==> src/rtl/vga_timing_gen.sv <==
// vga_timing_gen
//   Raster timing generator. A pixel-rate tick (pix_en) advances a two-level
//   wrap-around counter pair (h, v). Sync, active-video, pixel coordinates and
//   line/frame pulses are decoded from the next counter values and registered,
//   so every output lines up with h_count/v_count in the same cycle.
//
//   Optional feature: define VGA_FRAME_COUNT_EN to build an 8-bit counter of
//   completed frames on frame_count. Without it, frame_count is tied to zero.
//
// Ports
//   clk          in   system clock
//   rst          in   synchronous reset, active-low
//   pix_en       in   pixel tick; counters advance only when high
//   h_count      out  horizontal position, 0..H_TOTAL-1
//   v_count      out  vertical position, 0..V_TOTAL-1
//   hsync        out  horizontal sync, active level HSYNC_POL
//   vsync        out  vertical sync, active level VSYNC_POL (line-based)
//   active       out  high inside the visible area
//   x, y         out  pixel coordinates inside the visible area, else 0
//   line_start   out  one-clk pulse when h wraps to 0
//   frame_start  out  one-clk pulse when (h, v) wraps to (0, 0)
//   frame_count  out  completed frames, mod 256 (optional feature)
module vga_timing_gen #(
  parameter int   H_ACTIVE  = 640,
  parameter int   H_FP      = 16,
  parameter int   H_SYNC    = 96,
  parameter int   H_BP      = 48,
  parameter int   V_ACTIVE  = 480,
  parameter int   V_FP      = 10,
  parameter int   V_SYNC    = 2,
  parameter int   V_BP      = 33,
  parameter logic HSYNC_POL = 1'b0,
  parameter logic VSYNC_POL = 1'b0,
  localparam int  H_TOTAL   = H_ACTIVE + H_FP + H_SYNC + H_BP,
  localparam int  V_TOTAL   = V_ACTIVE + V_FP + V_SYNC + V_BP,
  localparam int  HW        = $clog2(H_TOTAL),
  localparam int  VW        = $clog2(V_TOTAL)
) (
  input  logic          clk,
  input  logic          rst,
  input  logic          pix_en,
  output logic [HW-1:0] h_count,
  output logic [VW-1:0] v_count,
  output logic          hsync,
  output logic          vsync,
  output logic          active,
  output logic [HW-1:0] x,
  output logic [VW-1:0] y,
  output logic          line_start,
  output logic          frame_start,
  output logic [7:0]    frame_count
);

  // Wrap points use exact equality, so counters never reach the totals.
  localparam logic [HW-1:0] H_LAST = HW'(H_TOTAL - 1);
  localparam logic [VW-1:0] V_LAST = VW'(V_TOTAL - 1);

  // Window bounds are one bit wider than the counters: the sync end may
  // equal the total when the back porch is zero.
  localparam logic [HW:0] H_ACT_END = (HW+1)'(H_ACTIVE);
  localparam logic [HW:0] HS_START  = (HW+1)'(H_ACTIVE + H_FP);
  localparam logic [HW:0] HS_END    = (HW+1)'(H_ACTIVE + H_FP + H_SYNC);
  localparam logic [VW:0] V_ACT_END = (VW+1)'(V_ACTIVE);
  localparam logic [VW:0] VS_START  = (VW+1)'(V_ACTIVE + V_FP);
  localparam logic [VW:0] VS_END    = (VW+1)'(V_ACTIVE + V_FP + V_SYNC);

  logic [HW-1:0] h_q, h_d, x_q, x_d;
  logic [VW-1:0] v_q, v_d, y_q, y_d;
  logic          hsync_q, hsync_d, vsync_q, vsync_d;
  logic          active_q, active_d;
  logic          line_start_q, line_start_d;
  logic          frame_start_q, frame_start_d;
  logic [HW:0]   h_ext;
  logic [VW:0]   v_ext;

  // Next counter values and decode of those values.
  always_comb begin
    h_d           = h_q;
    v_d           = v_q;
    line_start_d  = 1'b0;
    frame_start_d = 1'b0;
    if (pix_en) begin
      if (h_q == H_LAST) begin
        h_d          = '0;
        line_start_d = 1'b1;
        if (v_q == V_LAST) begin
          v_d           = '0;
          frame_start_d = 1'b1;
        end else begin
          v_d = v_q + VW'(1);
        end
      end else begin
        h_d = h_q + HW'(1);
      end
    end

    h_ext    = {1'b0, h_d};
    v_ext    = {1'b0, v_d};
    active_d = (h_ext < H_ACT_END) && (v_ext < V_ACT_END);
    x_d      = active_d ? h_d : '0;
    y_d      = active_d ? v_d : '0;
    hsync_d  = ((h_ext >= HS_START) && (h_ext < HS_END)) ? HSYNC_POL : ~HSYNC_POL;
    vsync_d  = ((v_ext >= VS_START) && (v_ext < VS_END)) ? VSYNC_POL : ~VSYNC_POL;
  end

  // Counter and decode registers.
  always_ff @(posedge clk) begin
    if (!rst) begin
      h_q           <= '0;
      v_q           <= '0;
      x_q           <= '0;
      y_q           <= '0;
      active_q      <= 1'b0;
      hsync_q       <= ~HSYNC_POL;
      vsync_q       <= ~VSYNC_POL;
      line_start_q  <= 1'b0;
      frame_start_q <= 1'b0;
    end else begin
      h_q           <= h_d;
      v_q           <= v_d;
      x_q           <= x_d;
      y_q           <= y_d;
      active_q      <= active_d;
      hsync_q       <= hsync_d;
      vsync_q       <= vsync_d;
      line_start_q  <= line_start_d;
      frame_start_q <= frame_start_d;
    end
  end

`ifdef VGA_FRAME_COUNT_EN
  logic [7:0] frame_count_q;

  // Advances on the same edge that raises frame_start; wraps 255 -> 0.
  always_ff @(posedge clk) begin
    if (!rst) begin
      frame_count_q <= 8'd0;
    end else if (frame_start_d) begin
      frame_count_q <= frame_count_q + 8'd1;
    end
  end

  assign frame_count = frame_count_q;
`else
  assign frame_count = 8'd0;
`endif

  assign h_count     = h_q;
  assign v_count     = v_q;
  assign x           = x_q;
  assign y           = y_q;
  assign active      = active_q;
  assign hsync       = hsync_q;
  assign vsync       = vsync_q;
  assign line_start  = line_start_q;
  assign frame_start = frame_start_q;

endmodule

==> config.mk <==
export PLATFORM = sky130hd
export DESIGN_NAME = vga_timing_gen
export DESIGN_NICKNAME = d
export VERILOG_FILES = /design/src/rtl/vga_timing_gen.sv
export SDC_FILE = /design/constraint.sdc
export NUM_CORES = 1
export LEC_CHECK = 0
export ABC_AREA = 0
export ABC_CLOCK_PERIOD_IN_PS = 5700
export BUFFER_PORTS_ARGS = -buffer_cell sky130_fd_sc_hd__buf_2
export CORE_UTILIZATION = 55
export DETAILED_ROUTE_END_ITERATION = 8
export PLACE_DENSITY = 0.92
export SYNTH_ARGS = -nofsm -noshare
export SYNTH_HDL_FRONTEND = slang
export SYNTH_SLANG_ARGS = --single-unit
==> constraint.sdc <==
create_clock -name clk -period 5.7 [get_ports clk]
set_input_delay 0.285 -clock clk [delete_from_list [all_inputs] [get_ports clk]]
set_output_delay 0.285 -clock clk [all_outputs]
set_load 0.01 [all_outputs]
==> metrics.txt <==
Worst Path Max Fanout 19; row count 21; post-DP HPWL 2.861 mm; Hold Buf Count CTS 0; layout cells sized above 1 0.2441; Mapped Cells 210; slew at the pin closest to its max-slew limit 0.8127 ns; status finished clean; deepest clock path buffer count 2; placed cell areas 0.002137 mm²; n_diodes 0; number of CTS-inserted buffers 5; Hold Fails Final Rpt 0; Tcrit/Tclk final 0.5240; CTS resizes 0; Port Buffers 47; Die H 61.27 µm; DIE AREA 0.003753 mm²; largest net degree at the start of global routing 21; drt pass-1 iters 4; Cell Chain, Critical Path ha_1 -> and2_1 -> nand4_1 -> nor4_4 -> o22ai_1 -> o31ai_4 -> nor3_1; wire per inst 13.33 µm; vias per cell 5.547; worst IR drop on VDD 0.1718 mV; CTS tree built; Synth warnings 0; Vias 1664; syn avg cell area 9.199 µm²; Critical Path Source Type flip-flop; initial antenna violation count 0; slew margin rel. 0.4582; I/O Pins 56; Post-synth EDFFs 0; Max Cap Viol 0; starting density of the core 0.5744; Async SR Flop Fraction 0; first-pass GRT wire length 6.382 mm; flop2flop setup slack 2.71 ns; Post-CTS Setup Repair Bufs 0; Final WS setup 2.713 ns; Highest Clock Rate 0.3348 GHz; CP Class reg -> reg; Setup Skew 0.01039 ns; Residual DRC 0; Req. time, crit path 5.91 ns; total core area 0.003363 mm²; fill cell count 299; slowest CP cell o31ai_4; Unique masters post-synth 46; RSZ-0062 raised after global routing false; Initial DRC Count 138; clock sink total 45; worst hold path class in -> reg; final number of setup-violating endpoints 0; pre-CTS WS 2.774 ns; synthesized cell area 0.001932 mm²; Layout Nets 259; Hold WS 0.2013 ns; Total GRT Usage 0.2359; Leak Pwr 0.9446 nW; setup_tns 0 ns; GPL Wtd Cong 0.8673; Worst-Skew Late Latency 0.35 ns; vias in the first global route 1430; Final min period 2.987 ns; post-synthesis register bit count 45; Primary FF master, synth dfxtp_1; sequential share of the synthesized area 0.4663; post-route ant nets 0; CP arrival 3.20 ns; Power Density 245.0 mW/mm²; Final Slew Violations 0; die width 61.27 µm; total grt overflow 0; crit end category flip-flop; WL final 3.998 mm; Reg clk slew, reported paths 0.13 ns; final instance area 0.002217 mm²; H-tree level count 2; slowest cell delay on critical path 0.68 ns; Clock Root Buffer clkbuf_4; area grow syn2layout 14.77%
[metal layers]
metal | global-route usage | wire (µm) | part of all wire | vias to the layer above
met4 | 0.1169 | 82 | 0.021 | 0
met2 | 0.3696 | 1883 | 0.47 | 73
li1 | - | - | - | 807
met5 | 0 | 0 | 0 | -
met1 | 0.3022 | 1772 | 0.44 | 774
met3 | 0.06092 | 260 | 0.065 | 10
[registers in the layout, indices dropped and copies added (netlist names)]
name         cells
vsync            1
y               10
h_count         10
active           1
hsync            1
v_count         10
line_start       1
x               10
frame_start      1
[power breakdown]
group	switching (mW)	internal, mW
clock network	0.0991	0.0934
registers	0.00335	0.320
logic	0.0176	0.0102
[layout make-up]
cell class | count | area (µm²) | share of cell area
clock inverter | 2 | 38.79 | 0.01749
timing repair buffer | 47 | 235.2 | 0.1061
inverter | 7 | 26.28 | 0.01185
sequential | 45 | 900.9 | 0.4063
multi-input combinational | 147 | 917.1 | 0.4137
clock buffer | 6 | 41.29 | 0.01862
tap | 46 | 57.56 | 0.02596
[kinds of logic (layout without fill, tap and decap cells)]
| logic type | Yosys count | in the layout | share of synthesized area |
|---|---|---|---|
| fa+ha+maj | 3 | 3 | 0.01943 |
| xor+xnor | 8 | 8 | 0.03627 |
| buf+inv | 26 | 62 | 0.07448 |
| mux | 2 | 2 | 0.01101 |
| other cells | 1 | 9 | 0.001941 |
| compound gates | 27 | 27 | 0.1043 |
| simple gates | 98 | 98 | 0.2863 |
| flops | 45 | 45 | 0.4663 |
[placed cells by master (no fill, tap or decap), types with 2 or more instances in the layout]
| cell | synthesis | layout |
|---|---|---|
| dfxtp_1 | 45 | 45 |
| and2_1 | 6 | 6 |
| nor4b_1 | 2 | 2 |
| buf_2 | 4 | 47 |
| clkbuf_4 | 0 | 5 |
| nor4_4 | 2 | 2 |
| ha_1 | 3 | 3 |
| nor3b_1 | 5 | 5 |
| nand4_1 | 8 | 8 |
| o21ai_1 | 2 | 2 |
| conb_1 | 1 | 9 |
| a31oi_1 | 2 | 2 |
| a21oi_1 | 5 | 5 |
| nand3_1 | 7 | 7 |
| o21ai_0 | 4 | 4 |
| o31a_1 | 2 | 2 |
| nand2_1 | 11 | 11 |
| and3_1 | 3 | 3 |
| xor2_1 | 4 | 4 |
| nor2_1 | 28 | 28 |
| inv_1 | 7 | 7 |
| xnor2_1 | 4 | 4 |
| nor3_1 | 18 | 18 |
| and4_1 | 3 | 3 |
[path summary, 6_finish.rpt]
check | cells past startpoint | from | to
worst max-delay path | 7 | h_count[0] | x[2]
worst min-delay path | 2 | rst | h_count[9]
worst max register to register | 7 | h_count[0] | x[2]
worst min register to register | 2 | v_count[9] | v_count[9]
[per-stage QoR]
step	util	total power, mW	std cells
after floorplan	-	0.3526	218
after global placement	0.6354	0.3567	292
after detailed placement	0.6354	0.3573	292
after CTS	0.6592	0.5475	300
after global routing	0.6592	0.5682	300
final	0.6592	0.5432	300
[cell usage after synthesis (all sizes together), types with 2 or more instances]
| cell | n | area (µm²) |
|---|---|---|
| o21ai | 6 | 30.03 |
| ha | 3 | 37.54 |
| nand4 | 8 | 50.05 |
| nor2 | 28 | 105.1 |
| a31oi | 2 | 12.51 |
| and4 | 3 | 26.28 |
| clkbuf | 4 | 15.01 |
| buf | 15 | 102.6 |
| nor4b | 3 | 41.29 |
| nor4 | 3 | 48.80 |
| and2 | 6 | 37.54 |
| nand2 | 11 | 41.29 |
| nor3b | 5 | 37.54 |
| o31ai | 2 | 28.78 |
| dfxtp | 45 | 900.9 |
| a21oi | 5 | 25.02 |
| nor3 | 18 | 90.09 |
| xor2 | 4 | 35.03 |
| inv | 7 | 26.28 |
| xnor2 | 4 | 35.03 |
| o31a | 2 | 17.52 |
| nand3 | 7 | 35.03 |
| and3 | 3 | 18.77 |
[critical path, delay by kind of cell (launching register included)]
family          cells  cell delay (ns)
simple gates        4             1.44
fa+ha+maj           1             0.16
flops               1             0.41
compound gates      2             0.84
(Power assumes the default switching activity.)
